## config.mk

```make
export PLATFORM = sky130hd
export DESIGN_NAME = sid_bus_if
export DESIGN_NICKNAME = d
export VERILOG_FILES = /design/src/rtl/sid_pkg.sv /design/src/rtl/sid_wr_fifo.sv /design/src/rtl/sid_bus_if.sv
export SDC_FILE = /design/constraint.sdc
export NUM_CORES = 1
export LEC_CHECK = 0
export ABC_AREA = 0
export CAP_MARGIN = 20
export CELL_PAD_IN_SITES_DETAIL_PLACEMENT = 1
export CELL_PAD_IN_SITES_GLOBAL_PLACEMENT = 1
export CORE_UTILIZATION = 25
export DETAILED_ROUTE_END_ITERATION = 12
export HOLD_SLACK_MARGIN = 0.06
export PLACE_DENSITY_LB_ADDON = 0.05
export SYNTH_ARGS = -nofsm -noshare
export SYNTH_HDL_FRONTEND = slang
export SYNTH_SLANG_ARGS = --single-unit
```

## constraint.sdc

```tcl
create_clock -name clk -period 2.3 [get_ports clk]
set_input_delay 0.69 -clock clk [delete_from_list [all_inputs] [get_ports clk]]
set_output_delay 0.69 -clock clk [all_outputs]
set_load 0.05 [all_outputs]
```

## src/rtl/sid_pkg.sv

```systemverilog
// Shared constants for the SID bus interface: bus idle levels, chip index width
// and the write-queue entry layout {chip, addr, data} with data in the LSBs.
package sid_pkg;

  localparam logic IDLE_CS_N = 1'b1;
  localparam logic IDLE_RW   = 1'b1;
  localparam logic IDLE_PHI2 = 1'b0;
  localparam logic IDLE_AD   = 1'b0;

  function automatic int unsigned chip_w(input int unsigned n_cs);
    return (n_cs > 1) ? $clog2(n_cs) : 1;
  endfunction

  function automatic int unsigned entry_w(input int unsigned cw, input int unsigned aw,
                                          input int unsigned dw);
    return cw + aw + dw;
  endfunction

  function automatic int unsigned addr_lsb(input int unsigned dw);
    return dw;
  endfunction

  function automatic int unsigned chip_lsb(input int unsigned aw, input int unsigned dw);
    return aw + dw;
  endfunction

endpackage

```

## src/rtl/sid_wr_fifo.sv

```systemverilog
// Synchronous FIFO with wrap-bit pointers; a push while full is accepted only when
// a pop happens in the same cycle.
module sid_wr_fifo #(
  parameter int unsigned WIDTH = 8,
  parameter int unsigned DEPTH = 4
) (
  input  logic             clk,
  input  logic             rst,
  input  logic             push,
  input  logic [WIDTH-1:0] din,
  input  logic             pop,
  output logic [WIDTH-1:0] dout,
  output logic             full,
  output logic             empty
);

  localparam int unsigned AW = $clog2(DEPTH);

  logic [WIDTH-1:0] mem [DEPTH];
  logic [AW:0]      wptr_q, rptr_q;
  logic             do_push, do_pop;

  assign empty   = (wptr_q == rptr_q);
  assign full    = (wptr_q[AW] != rptr_q[AW]) && (wptr_q[AW-1:0] == rptr_q[AW-1:0]);
  assign do_pop  = pop & ~empty;
  assign do_push = push & (~full | do_pop);
  assign dout    = mem[rptr_q[AW-1:0]];

  always_ff @(posedge clk or posedge rst) begin
    if (rst) begin
      wptr_q <= '0;
      rptr_q <= '0;
    end else begin
      if (do_push) wptr_q <= wptr_q + 1'b1;
      if (do_pop)  rptr_q <= rptr_q + 1'b1;
    end
  end

  always_ff @(posedge clk) begin
    if (do_push) mem[wptr_q[AW-1:0]] <= din;
  end

endmodule

```

## src/rtl/sid_bus_if.sv

```systemverilog
// 6502-bus front end for one or more SID cores: synchronises pins, derives the phi2
// clock enable, queues writes toward the SID write port and drives read data back.
module sid_bus_if
  import sid_pkg::*;
#(
  parameter int unsigned DATA_W      = 8,
  parameter int unsigned ADDR_W      = 5,
  parameter int unsigned N_CS        = 2,
  parameter int unsigned SYNC_STAGES = 2,
  parameter int unsigned FIFO_DEPTH  = 4,
  localparam int unsigned CHIP_W     = chip_w(N_CS)
) (
  input  logic              clk,
  input  logic              rst,
  input  logic [DATA_W-1:0] bus_d,
  input  logic [ADDR_W-1:0] bus_a,
  input  logic [N_CS-1:0]   bus_cs_n,
  input  logic              bus_rw,
  input  logic              bus_phi2,
  output logic              clken,
  output logic              wr_valid,
  input  logic              wr_ready,
  output logic [CHIP_W-1:0] wr_chip,
  output logic [ADDR_W-1:0] wr_addr,
  output logic [DATA_W-1:0] wr_data,
  output logic [CHIP_W-1:0] rd_chip,
  output logic [ADDR_W-1:0] rd_addr,
  input  logic [DATA_W-1:0] rd_data,
  output logic [DATA_W-1:0] bus_d_out,
  output logic              bus_d_oe,
  output logic              overflow,
  output logic              cs_conflict
);

  localparam int unsigned EW = entry_w(CHIP_W, ADDR_W, DATA_W);
  localparam int unsigned AL = addr_lsb(DATA_W);
  localparam int unsigned CL = chip_lsb(ADDR_W, DATA_W);

  logic [DATA_W-1:0] d_sync    [SYNC_STAGES];
  logic [ADDR_W-1:0] a_sync    [SYNC_STAGES];
  logic [N_CS-1:0]   cs_sync   [SYNC_STAGES];
  logic              rw_sync   [SYNC_STAGES];
  logic              phi2_sync [SYNC_STAGES];

  always_ff @(posedge clk or posedge rst) begin
    if (rst) begin
      for (int i = 0; i < int'(SYNC_STAGES); i++) begin
        d_sync[i]    <= {DATA_W{IDLE_AD}};
        a_sync[i]    <= {ADDR_W{IDLE_AD}};
        cs_sync[i]   <= {N_CS{IDLE_CS_N}};
        rw_sync[i]   <= IDLE_RW;
        phi2_sync[i] <= IDLE_PHI2;
      end
    end else begin
      d_sync[0]    <= bus_d;
      a_sync[0]    <= bus_a;
      cs_sync[0]   <= bus_cs_n;
      rw_sync[0]   <= bus_rw;
      phi2_sync[0] <= bus_phi2;
      for (int i = 1; i < int'(SYNC_STAGES); i++) begin
        d_sync[i]    <= d_sync[i-1];
        a_sync[i]    <= a_sync[i-1];
        cs_sync[i]   <= cs_sync[i-1];
        rw_sync[i]   <= rw_sync[i-1];
        phi2_sync[i] <= phi2_sync[i-1];
      end
    end
  end

  logic [DATA_W-1:0] s_d;
  logic [ADDR_W-1:0] s_a;
  logic [N_CS-1:0]   s_cs_n;
  logic              s_rw, s_phi2;

  assign s_d    = d_sync[SYNC_STAGES-1];
  assign s_a    = a_sync[SYNC_STAGES-1];
  assign s_cs_n = cs_sync[SYNC_STAGES-1];
  assign s_rw   = rw_sync[SYNC_STAGES-1];
  assign s_phi2 = phi2_sync[SYNC_STAGES-1];

  // Edges are honoured only once the chain holds real pin samples and phi2 has been
  // seen low, so a phi2 cycle cut by reset cannot produce a commit.
  logic [SYNC_STAGES-1:0] fill_q;
  logic                   primed_q, h_phi2_q, in_cycle_q;
  logic                   rise, fall, phi2_hi;

  assign rise    = primed_q & s_phi2 & ~h_phi2_q;
  assign fall    = in_cycle_q & ~s_phi2 & h_phi2_q;
  assign phi2_hi = s_phi2 & (rise | in_cycle_q);

  logic [N_CS-1:0]   cs_low;
  logic [CHIP_W-1:0] chip;
  logic              sel, multi;

  always_comb begin
    cs_low = ~s_cs_n;
    sel    = |cs_low;
    multi  = |(cs_low & (cs_low - N_CS'(1)));
    chip   = '0;
    for (int i = int'(N_CS) - 1; i >= 0; i--) begin
      if (cs_low[i]) chip = CHIP_W'(i);
    end
  end

  logic          commit, push, pop, fifo_full, fifo_empty;
  logic [EW-1:0] fifo_din, fifo_dout;

  assign commit   = fall & sel;
  assign push     = commit & ~s_rw;
  assign pop      = wr_valid & wr_ready;
  assign fifo_din = {chip, s_a, s_d};

  sid_wr_fifo #(
    .WIDTH(EW),
    .DEPTH(FIFO_DEPTH)
  ) u_fifo (
    .clk  (clk),
    .rst  (rst),
    .push (push),
    .din  (fifo_din),
    .pop  (pop),
    .dout (fifo_dout),
    .full (fifo_full),
    .empty(fifo_empty)
  );

  assign wr_valid = ~fifo_empty;
  assign wr_chip  = fifo_dout[CL +: CHIP_W];
  assign wr_addr  = fifo_dout[AL +: ADDR_W];
  assign wr_data  = fifo_dout[0 +: DATA_W];

  logic              clken_q, oe_q, oe_d, overflow_q, conflict_q;
  logic [CHIP_W-1:0] rd_chip_q;
  logic [ADDR_W-1:0] rd_addr_q;
  logic [DATA_W-1:0] d_out_q;

  assign oe_d = phi2_hi & sel & s_rw;

  always_ff @(posedge clk or posedge rst) begin
    if (rst) begin
      fill_q     <= '0;
      primed_q   <= 1'b0;
      h_phi2_q   <= IDLE_PHI2;
      in_cycle_q <= 1'b0;
      clken_q    <= 1'b0;
      oe_q       <= 1'b0;
      d_out_q    <= '0;
      rd_chip_q  <= '0;
      rd_addr_q  <= '0;
      overflow_q <= 1'b0;
      conflict_q <= 1'b0;
    end else begin
      fill_q   <= {fill_q[SYNC_STAGES-2:0], 1'b1};
      h_phi2_q <= s_phi2;
      if (fill_q[SYNC_STAGES-1] && !s_phi2) primed_q <= 1'b1;
      if (rise)      in_cycle_q <= 1'b1;
      else if (fall) in_cycle_q <= 1'b0;
      clken_q <= rise;
      oe_q    <= oe_d;
      if (oe_d) d_out_q <= rd_data;
      if (sel && s_rw) begin
        rd_chip_q <= chip;
        rd_addr_q <= s_a;
      end
      if (push && fifo_full && !pop) overflow_q <= 1'b1;
      if (commit && multi)           conflict_q <= 1'b1;
    end
  end

  assign clken       = clken_q;
  assign bus_d_oe    = oe_q;
  assign bus_d_out   = d_out_q;
  assign rd_chip     = rd_chip_q;
  assign rd_addr     = rd_addr_q;
  assign overflow    = overflow_q;
  assign cs_conflict = conflict_q;

endmodule

```

## Word-level counts from Yosys, hierarchy flattened

Memories as Yosys holds them, arrays and structs flattened.
Cells that the tools add are included.

| storage, ports and cells | value |
|---|---|
| memories | 1 |
| input port bits | 28 |
| word-level logic and storage cells | 68 |
| RAM bits | 56 |
| register bits | 63 |
| output and inout bits | 33 |

| operators by class | value |
|---|---|
| bitwise logic cells | 21 |
| multiplexer cells | 6 |
| reductions and logical operators | 11 |
| add/sub/neg operators | 3 |
| equality and inequality tests | 3 |

Memory list:

| name | depth | bits a word | rd ports | clocked after memory_dff | write ports | line | text |
|---|---|---|---|---|---|---|---|
| u_fifo.mem | 4 | 14 | 1 | 0 | 1 | sid_wr_fifo.sv:19 | `logic [WIDTH-1:0] mem [DEPTH];` |

Operators with widths:

| kind | number |
|---|---|
| 1-bit AND | 12 |
| 3-bit by 1-bit adder with 3-bit output, second input constant | 2 |
| 1-bit logical AND | 6 |
| 1-bit 2-to-1 mux | 6 |
| 1-bit inverter | 5 |
| 2-bit OR reduction | 2 |
| 3-bit equality test | 1 |
| 2-bit AND | 1 |
| 2-bit equality test | 1 |
| 1-bit logical NOT | 2 |
| 2-bit inverter | 1 |
| 1-bit OR | 2 |
| 2-bit nonzero test | 1 |
| 2-bit by 1-bit subtractor with 2-bit output, second input constant | 1 |
| 1-bit inequality test | 1 |

## Longest topological paths before layout

| depth | value |
|---|---|
| word-level depth | 8 |
| gate-level depth with buffers | 5 |
| depth with buffers taken out | 4 |

## Modules after synthesis

A second synthesis with hierarchy kept.

| second synthesis, totals | value |
|---|---|
| cell total of the unflattened synthesis | 205 |
| area total of the unflattened synthesis | 4232.8 µm² |

By module, submodules not included:

| module | cells an instance | seq. area each (µm²) | area each (µm²) | times used |
|---|---|---|---|---|
| sid_wr_fifo | 110 | 1831.8 | 2489.9 | 1 |
| sid_bus_if | 95 | 1433.9 | 1742.9 | 1 |

## Least setup slack after synthesis

OpenSTA, ideal clock, no wires.

| timing path | value |
|---|---|
| path kind | register to output |
| start | register u_fifo.rptr_q[0] |
| end | output port wr_addr[0] |
| slack | 114 ps |
| stages on the path, launching flop included | 4 |
| arrival time | 1496 ps |
| required time | 1610 ps |
| path through | dfrtp_1 buf_4 buf_2 mux4_2 |

| on the way | value |
|---|---|
| longest elaborated chain between the ends | 1 |

Ends and longest elaborated chain:

| item | line | text |
|---|---|---|
| start, declared | sid_wr_fifo.sv:20 | `logic [AW:0] wptr_q, rptr_q;` |
| start signal, assigned | sid_wr_fifo.sv:35 | `if (do_pop) rptr_q <= rptr_q + 1'b1;` |
| memory read 4 x 14 bit | n/a |  |
| end, declared | sid_bus_if.sv:24 | `output logic [ADDR_W-1:0] wr_addr,` |

Every way passes these cells.

## Worst setup path in the final report

| timing path | value |
|---|---|
| start | register u_fifo.rptr_q[0] |
| end | output port wr_addr[4] |

Same word-level chain as after synthesis.

==> key figures <==
Clock tree
  – Clock Path Buffers: 2
  – Root Driver: clkbuf_16
  – # hold bufs at CTS: 0
  – CTS tree: done
  – Worst-skew pair later-pin latency: 0.41 ns
  – Clock tree sinks: 119
  – # H-tree levels: 4
  – Num CTS Buffers: 17
  – Reg clk slew, reported paths: 0.06 ns

Synthesis
  – Register area share after synthesis: 0.7826
  – Mapped cell area: 4173 um^2
  – Avg Cell Area, Syn: 20.86 um^2
  – Synth Instances: 200
  – Cell taking the most area after synthesis: edfxtp_1
  – Synthesis-stage register bit count: 119
  – Yosys warnings: 0
  – Synth area leaders: edfxtp_1, dfrtp_1, mux4_2
  – Unique masters post-synth: 36
  – Mapped Nets: 233
  – Post-synth top area share: 0.4030

Setup path
  – Top Family by Delay on Critical Path: multiplexers
  – Start of the worst register-to-register path: u_fifo.rptr_q[0]
  – WP data required: 1.61 ns
  – Critical path class: flip-flop to output pin
  – Worst-path maximum fanout: 8
  – Slowest cell on crit path: mux4_2
  – CP Buf/Inv Count: 2
  – Critical path capture point type: output pin
  – Crit-path cells: buf_12 -> mux4_2 -> buf_6
  – Crit. path cell count: 3
  – CP peak stage delay: 0.54 ns
  – Type of origin of the critical path: flip-flop
  – Reg2Reg Setup Slack: 0.21 ns
  – Reg2reg end: u_fifo.mem[1][4]
  – CP arrival: 1.71 ns
  – Worst R2R Path Depth: 8

Global route
  – GRT Util Overall: 0.1064
  – Congestion Overflow GR: 0
  – Largest net degree at the start of global routing: 37
  – First-pass GRT wire length: 13390 um
  – Number of global-route vias before repair: 2376
  – Initial antenna violation count: 0

Pwr
  – Power, Total: 7.648 mW
  – Peak VDD IR: 0.5953 mV
  – Sequential share of power: 0.335
  – Sw Ratio: 0.3118
  – Pint: 5.264 mW
  – Clock Power Share: 0.356
  – PwrDens: 1294 nW/um^2
  – Leak: 2.363 nW
  – Combinational Power Share: 0.309
  – Sw Pwr: 2.384 mW

Detailed routing
  – WL/cell: 15.79 um
  – Iteration-0 DRC count of the detailed router: 63
  – Drt drc: 0
  – Routed vias: 2046
  – Routed WL: 8165 um
  – Drt via density: 3.957
  – Final ANT Viol Nets: 0
  – 1st-pass router iterations: 4

Run status
  – Failing checks: setup timing
  – Status: complete, but fails checks

Floorplanning
  – I/O Pins: 61
  – Die Y: 131.2 um
  – Die area: 17210 um^2
  – Starting Density: 0.2589
  – Row cnt: 46
  – Die width: 131.2 um
  – Core ar.: 16120 um^2

Place
  – Gpl congestion: 0.6058
  – Area after DPL: 5121 um^2
  – Inst Count DP: 480
  – Post-DP HPWL: 5174 um
  – I/O Buffers: 60

STA
  – Final clock skew: 0.006865 ns
  – Worst-margin pin slew: 0.5246 ns
  – Part of the cycle the worst path needs: 1.045
  – Final Hold Viols: 0
  – Final setup margin: -0.1040 ns
  – Max_slew headroom: 0.6491
  – Setup TNS: -1.183 ns
  – Max-slew violations: 0
  – # setup viols final: 15
  – Min Tclk post-route: 2.404 ns
  – Max frequency: 416.0 MHz
  – RSZ-0062 raised after global routing: yes

Finish
  – Area Growth Syn to Fin: 41.59%
  – Layout cell share with drive strength beyond 1: 0.3555
  – # diodes: 0
  – Fin cells: 517
  – Post-Layout Inst Area: 5908 um^2
  – FILL cells: 1625
  – Nets: 321

Job
  – Number of max-cap violations: 0

Worst hold path
  – Hold Crit Class: flip-flop to flip-flop
  – Hold path startpoint: d_sync[15]
  – Hold Path End: s_d[7]
  – Hold path depth: 0
==> sequential cells by signal (all words and copies together) (netlist names), 2 cells and up <==
signal / cells
s_cs_n: 2
rd_addr: 5
s_a: 5
u_fifo.mem: 56
fill_q: 2
bus_d_out: 8
u_fifo.rptr_q: 3
cs_sync: 2
a_sync: 5
d_sync: 8
u_fifo.wptr_q: 3
s_d: 8
==> what timing repair did <==
action                     4_1_cts  5_1_grt
setup endpoints to repair       17       23
cloned                           1        0
gates resized for setup         22       11
pin swaps                        2        1
setup buffers                    3        1
==> routing by layer <==
| metal | up-vias | routed length [um] | GRT usage |
|---|---|---|---|
| met2 | 61 | 3952 | 0.1658 |
| met1 | 1055 | 3538 | 0.1222 |
| met4 | 0 | 104 | 0.04510 |
| met3 | 10 | 569 | 0.05478 |
| li1 | 920 | - | - |
| met5 | - | 0 | 0 |
==> worst register-to-register path, cell delays in order, from the launching register on <==
cell and delay, ns:
dfrtp_2 0.44, clkbuf_16 0.19, buf_12 0.13, xor2_4 0.15, buf_4 0.15, nor4_4 0.29
nor2b_2 0.13, and2_1 0.20, buf_12 0.15
==> layout make-up <==
type | count | area, um^2 | share of cell area
multi-input cells | 68 | 863.3 | 0.1461
inverters | 9 | 33.78 | 0.005718
clock inverters | 5 | 51.30 | 0.008683
well taps | 216 | 270.3 | 0.04574
repair buffers | 73 | 847.1 | 0.1434
clock buffers | 27 | 575.6 | 0.09742
flip-flops and latches | 119 | 3267 | 0.5529
==> Yosys cell counts, drive strengths merged <==
| library cell | instances |
|---|---|
| buf | 3 |
| and3b | 1 |
| a211oi | 1 |
| conb | 1 |
| dfstp | 6 |
| dfrtp | 57 |
| nor4 | 1 |
| inv | 9 |
| xnor2 | 3 |
| clkbuf | 1 |
| mux4 | 14 |
| mux2 | 15 |
| and2 | 4 |
| ha | 5 |
| edfxtp | 56 |
| xor2 | 3 |
| a21boi | 1 |
| o31ai | 1 |
| nand2 | 3 |
| a21oi | 2 |
| a21o | 2 |
| nand3b | 1 |
| o211ai | 1 |
| nor2 | 2 |
| nor2b | 2 |
| o21ai | 2 |
| o311ai | 1 |
| a21bo | 1 |
| nand4 | 1 |
==> cell families (layout without fill, tap and decap cells) <==
group | Yosys count | count (layout) | share of synthesized area
xor gates and xnor gates | 6 | 6 | 0.01619
AOI/OAI and AO/OA | 12 | 12 | 0.02729
other | 1 | 1 | 0.0008987
muxes | 29 | 29 | 0.1187
and+or+nand+nor | 15 | 15 | 0.02459
adders and majority gates | 5 | 5 | 0.01499
DFF | 119 | 119 | 0.7826
buffers and inverters | 13 | 114 | 0.01469
==> worst max-delay path by stage <==
stage                                 from                to  slack (ns)
after detailed placement          wr_ready  u_fifo.mem[0][2]       -0.02
after global routing      u_fifo.rptr_q[0]        wr_addr[4]       -0.17
after global placement            wr_ready  u_fifo.mem[0][6]       -0.02
final                     u_fifo.rptr_q[0]        wr_addr[4]       -0.10
after floorplan                        rst         a_sync[5]        0.05
after CTS                 u_fifo.rptr_q[0]        wr_addr[4]       -0.18
==> cells in the final DEF (no fill, tap or decap), types with 7 or more instances in the layout <==
cell type and instances:
buf_12 8, clkbuf_8 7, mux2_2 12, clkdlybuf4s50_1 33, edfxtp_1 56, inv_1 8
buf_6 15, dlymetal6s2s_1 8, mux4_2 14, dfrtp_1 56, clkbuf_16 20
==> power groups by stage <==
stage	sequential [mW]	combinational [mW]	clock (mW)
finish	2.56	2.36	2.72
global route	2.60	2.50	2.89
CTS	2.57	2.36	2.80
detailed placement	2.59	2.10	0
global placement	2.59	2.10	0
floorplan	2.75	1.28	0
==> stage by stage <==
step	hold slack, ns	util	setup slack (ns)
2_1_floorplan	0.3312	-	0.05018
3_3_place_gp	0.3322	0.3178	-0.01734
3_5_place_dp	0.3358	0.3178	-0.02385
4_1_cts	0.3490	0.3637	-0.1837
5_1_grt	0.3521	0.3666	-0.1714
6_report	0.3452	0.3666	-0.1040
Power figures use the tool's default switching activity.
==> RTL change 1 (config.mk and constraints unchanged) <==
Register the output `overflow` once more, with the module's reset; this adds one clock of latency there. The other outputs are not delayed to match.
--- a/src/rtl/sid_bus_if.sv
+++ b/src/rtl/sid_bus_if.sv
@@ -172,7 +172,13 @@
   assign bus_d_out   = d_out_q;
   assign rd_chip     = rd_chip_q;
   assign rd_addr     = rd_addr_q;
-  assign overflow    = overflow_q;
+  always_ff @(posedge clk or posedge rst) begin
+    if (rst) begin
+      overflow <= '0;
+    end else begin
+      overflow <= overflow_q;
+    end
+  end
   assign cs_conflict = conflict_q;
 
 endmodule
Function: no difference found for any inputs over 10 cycles, from zero or initial values and one cycle with rst high; that may be too few to reach the edited logic, so the function may still have changed.
==> RTL change 1 against the original RTL <==
The flow still finishes with violations (negative setup slack); sequential share of layout area is 0.66 points higher; sequential cell count is 1 higher; register-to-register slack better by 50 ps; final area is 0.42% lower; first-iteration DRC count is 73% higher; wire length is 1.1% higher; hold slack worse by 0.59 ps; total power is 2.2% lower; maximum frequency is 0.15% higher; clock power is 6% lower; setup slack better by 3.7 ps; synthesized area is 0.60% higher; largest power group is now sequential cells; highest routed layer unchanged.
==> RTL change 1: results (changes against the original RTL) <==
[global_route]
grt_pass1_vias = 2396  ; +0.84%
grt_usage = 0.109  ; +0.00277
grt_pass1_wl_mm = 13.6  ; +1.3%
grtUsageMet3 = 0.0486  ; -0.00617
use_met2 = 0.167  ; +0.00147
antenna_found_initial = 0  ; unchanged
met1_usage = 0.126  ; +0.00378
grt_max_degree = 65  ; +76%

[synthesis]
postSynthAreaPerCell_um2 = 20.9  ; about the same
ys_seq_area_frac = 0.784  ; +0.00130
syn_nets = 234  ; +0.43%
synth_top_cells_by_count = dfrtp_1 (58), edfxtp_1 (56), mux4_2 (13)
ys_top_cells_by_area = edfxtp_1 (40%), dfrtp_1 (35%), mux4_2 (7.0%)
synth_fa_ha_area_frac = 0.0149  ; -0.0000894
ys_async_sr_fraction = 0.533  ; +0.00392
muxShareOfSynthArea = 0.118  ; -0.000708
synth_compound_area_frac = 0.0271  ; -0.000163
synthXorXnorAreaFrac = 0.0161  ; -0.0000965

[hold_path]
min_to = s_a[4]$_DFF_PP0_
min_path_type = flop to flop
holdPathStages = 0  ; unchanged
min_from = a_sync[9]$_DFF_PP0_

[outcome]
violations = negative setup slack
outcome = complete, but fails checks

[critical_path]
reg2reg_to = u_fifo.mem[2][1]$_DFFE_PP_
cp_top_family = multiplexers
critical_path.max_fanout = 11  ; +3
reg2reg_slack_ps = 260  ; +50 ps
cp-endpoint = wr_addr[2]
worstReg2RegStart = u_fifo.rptr_q[0]$_DFFE_PP0P_

[detailed_routing]
dr_wl_met2_mm = 3.98  ; +0.73%
via_per_inst = 3.96  ; about the same
met3_length_um = 513  ; -9.8%
highest-signal-layer = met4
drt_iter0_drc = 109  ; +73%
num_vias = 2078  ; +1.6%
drt-met1-wl_mm = 3.56  ; +0.48%

[timing]
clock_skew_ps = 8.56  ; +1.70 ps
finalSetupTns_ps = -1220  ; -39.1 ps
finalSetupViolCount = 15  ; unchanged
fin_ws_ps = -100  ; +3.72 ps
slew_headroom = 0.653  ; +0.00370

[cells_and_area]
drive_gt1_frac = 0.357  ; +0.00190
num-nets-final = 325  ; +1.2%
n_fill_cell = 1656  ; +1.9%

[pwr]
irDropWorstVdd_uv = 555  ; -6.8%
powerDensity_nw_per_um2 = 1270  ; -1.8%
p_seq_frac = 0.347  ; +0.012
pg_comb_mw = 2.34
leakagePower_nw = 2.35  ; -0.60%
switchingPower_mw = 2.38  ; -0.21%

[clock_network]
clkLatencyLatePin_ps = 420
cts_buffers = 17  ; unchanged

[place]
dp_hpwl_mm = 5.21  ; +0.68%
place.gp.congestion = 0.644  ; +6.3%
place_inst = 488  ; +1.7%

-- RTL change 1: changes by cell type in the layout (fill, tap and decap cells not counted), moves of 2 or more --
cell           unedited run  this run
buf_12                    8         6
buf_4                     6         9
buf_6                    15        17
clkbuf_8                  7         3
clkinv_2                  3         7
dlygate4sd2_1             2         4
-- RTL change 1: layout make-up --
type	instances	area share
clock buffer	25	0.0934
multi-input combinational	68	0.147
tap	220	0.0468
timing repair buffer	76	0.141
sequential	120	0.560
inverter	9	0.00574
clock inverter	7	0.00595
-- RTL change 1: metrics by stage --
stage / hold slack, ps / setup slack, ps / util / area [µm²]
floorplan: 331 / 21.8 / - / 4200
global placement: 333 / 45.9 / 0.313 / 5150
detailed placement: 336 / 14.3 / 0.313 / 5150
CTS: 348 / -171 / 0.353 / 5810
global route: 354 / -169 / 0.357 / 5880
finish: 345 / -100 / 0.357 / 5880
-- RTL change 1: logic make-up (layout without fill, tap and decap cells) --
| logic type | count (synthesis) | count (layout) |
|---|---|---|
| compound gates | 12 | 12 |
| xor+xnor | 6 | 6 |
| fa+ha+maj | 5 | 5 |
| buf+inv | 13 | 117 |
| flops | 120 | 120 |
| mux | 29 | 29 |
| other cells | 1 | 1 |
| simple gates | 15 | 15 |
-- RTL change 1: worst reg2reg max path: cells and delay by family, from the launching register on --
family | cells | cell delay [ps]
flip-flops | 1 | 410
XOR/XNOR | 1 | 180
buffers and inverters | 4 | 620
AND/OR/NAND/NOR | 3 | 590
-- RTL change 1: repair_timing --
action                                  4_1_cts  5_1_grt
endpoints found under the hold margin         0        0
setup buffers                                 1        4
pin swaps                                     1        1
resized for setup                            26       11
endpoints found under the setup margin       19       22
==> RTL change 2 (same settings) <==
Without the edit above. Change the parameter `DATA_W` from 8 to 6.
--- a/src/rtl/sid_bus_if.sv
+++ b/src/rtl/sid_bus_if.sv
@@ -3,7 +3,7 @@
 module sid_bus_if
   import sid_pkg::*;
 #(
-  parameter int unsigned DATA_W      = 8,
+  parameter int unsigned DATA_W      = 6,
   parameter int unsigned ADDR_W      = 5,
   parameter int unsigned N_CS        = 2,
   parameter int unsigned SYNC_STAGES = 2,
Ports: changed (resized bus_d, bus_d_out, rd_data and wr_data); port bits go from 61 to 53. No check against the original RTL was run, so the function may have changed too.
==> RTL change 2 against the original RTL <==
Sequential power is 12% lower; final area is 16% lower; sequential cell count is 14 lower; synthesized area is 12% lower; total power is 22% lower; the flow still finishes with violations (negative setup slack); setup slack better by 18 ps; synthesized cell count is 9.5% lower; first-iteration DRC count is 46% higher; clock skew is 1.2 ps higher; wire length is 11% lower; register-to-register slack better by 100 ps.
==> RTL change 2: results (changes against the original RTL) <==
[timing]
fin_ws_ps = -86.0  ; +18.1 ps
clock_skew_ps = 8.08  ; +1.22 ps
finalSetupTns_ps = -406  ; +777 ps
finalSetupViolCount = 13  ; -2

[pwr]
p_seq_frac = 0.380  ; +0.045
switchingPower_mw = 1.97  ; -17%
leakagePower_nw = 1.92  ; -19%
pg_seq_mw = 2.25  ; -12%

[place]
dp_slack_ps = -22.2  ; +1.69 ps
place.gp.congestion = 0.703  ; +16%
postPlaceCellArea_um2 = 4540  ; -11%

[clock_network]
clkLatencyLatePin_ps = 350  ; -60 ps
cts_buffers = 9  ; -8
cts_setup_buffers = 2  ; -1
ctsResizeCount = 13  ; -41%

[synthesis]
synth_top_cells_by_count = dfrtp_1 (51), edfxtp_1 (48), mux2_2 (11), mux4_2 (11), inv_1 (9)
ys_async_sr_fraction = 0.543  ; +0.0134
syn_nets = 210  ; -9.9%
muxShareOfSynthArea = 0.117  ; -0.00190
synth_fa_ha_area_frac = 0.0171  ; +0.00209
synth_compound_area_frac = 0.0253  ; -0.00200
ys_seq_area_frac = 0.785  ; +0.00250
synth_edf_count = 48  ; -14%

[hold_path]
min_from = a_sync[9]$_DFF_PP0_

[global_route]
grt_max_degree = 58  ; +57%
grt_usage = 0.109  ; +0.00228

[outcome]
outcome = complete, but fails checks
violations = negative setup slack

[detailed_routing]
num_vias = 1802  ; -12%
drt_iter0_drc = 92  ; +46%
dr.pass1.iters = 3  ; -1

[critical_path]
cp_slowest_cell = dfrtp_2
reg2reg_slack_ps = 310  ; +100 ps
cp_top_family = buffers and inverters
slowest_delay_ps = 450  ; -90 ps

[cells_and_area]
finalNonFillerCells = 444  ; -14%

==> RTL change 2: worst register-to-register path, delay by kind of cell, from the launching register on <==
kind	cells	cell delay [ps]
mux	1	300
flops	1	450
xor+xnor	1	170
buf+inv	5	670
compound gates	1	210
simple gates	1	80
==> RTL change 2: cell type report <==
| class | instances | area, µm² | share of cell area |
|---|---|---|---|
| flip-flops and latches | 105 | 2880 | 0.579 |
| inverters | 9 | 33.8 | 0.00680 |
| clock inverters | 5 | 62.6 | 0.0126 |
| well taps | 180 | 225 | 0.0453 |
| repair buffers | 70 | 791 | 0.159 |
| multi-input cells | 64 | 737 | 0.148 |
| clock buffers | 11 | 243 | 0.0489 |
==> RTL change 2: layer usage <==
layer	up-vias	wire [µm]	part of all wire	track usage
met2	45	3640	0.50	0.173
met5	-	0	0	0
met3	9	481	0.066	0.0544
met1	931	3040	0.42	0.126
li1	817	-	-	-
met4	0	107	0.015	0.0384
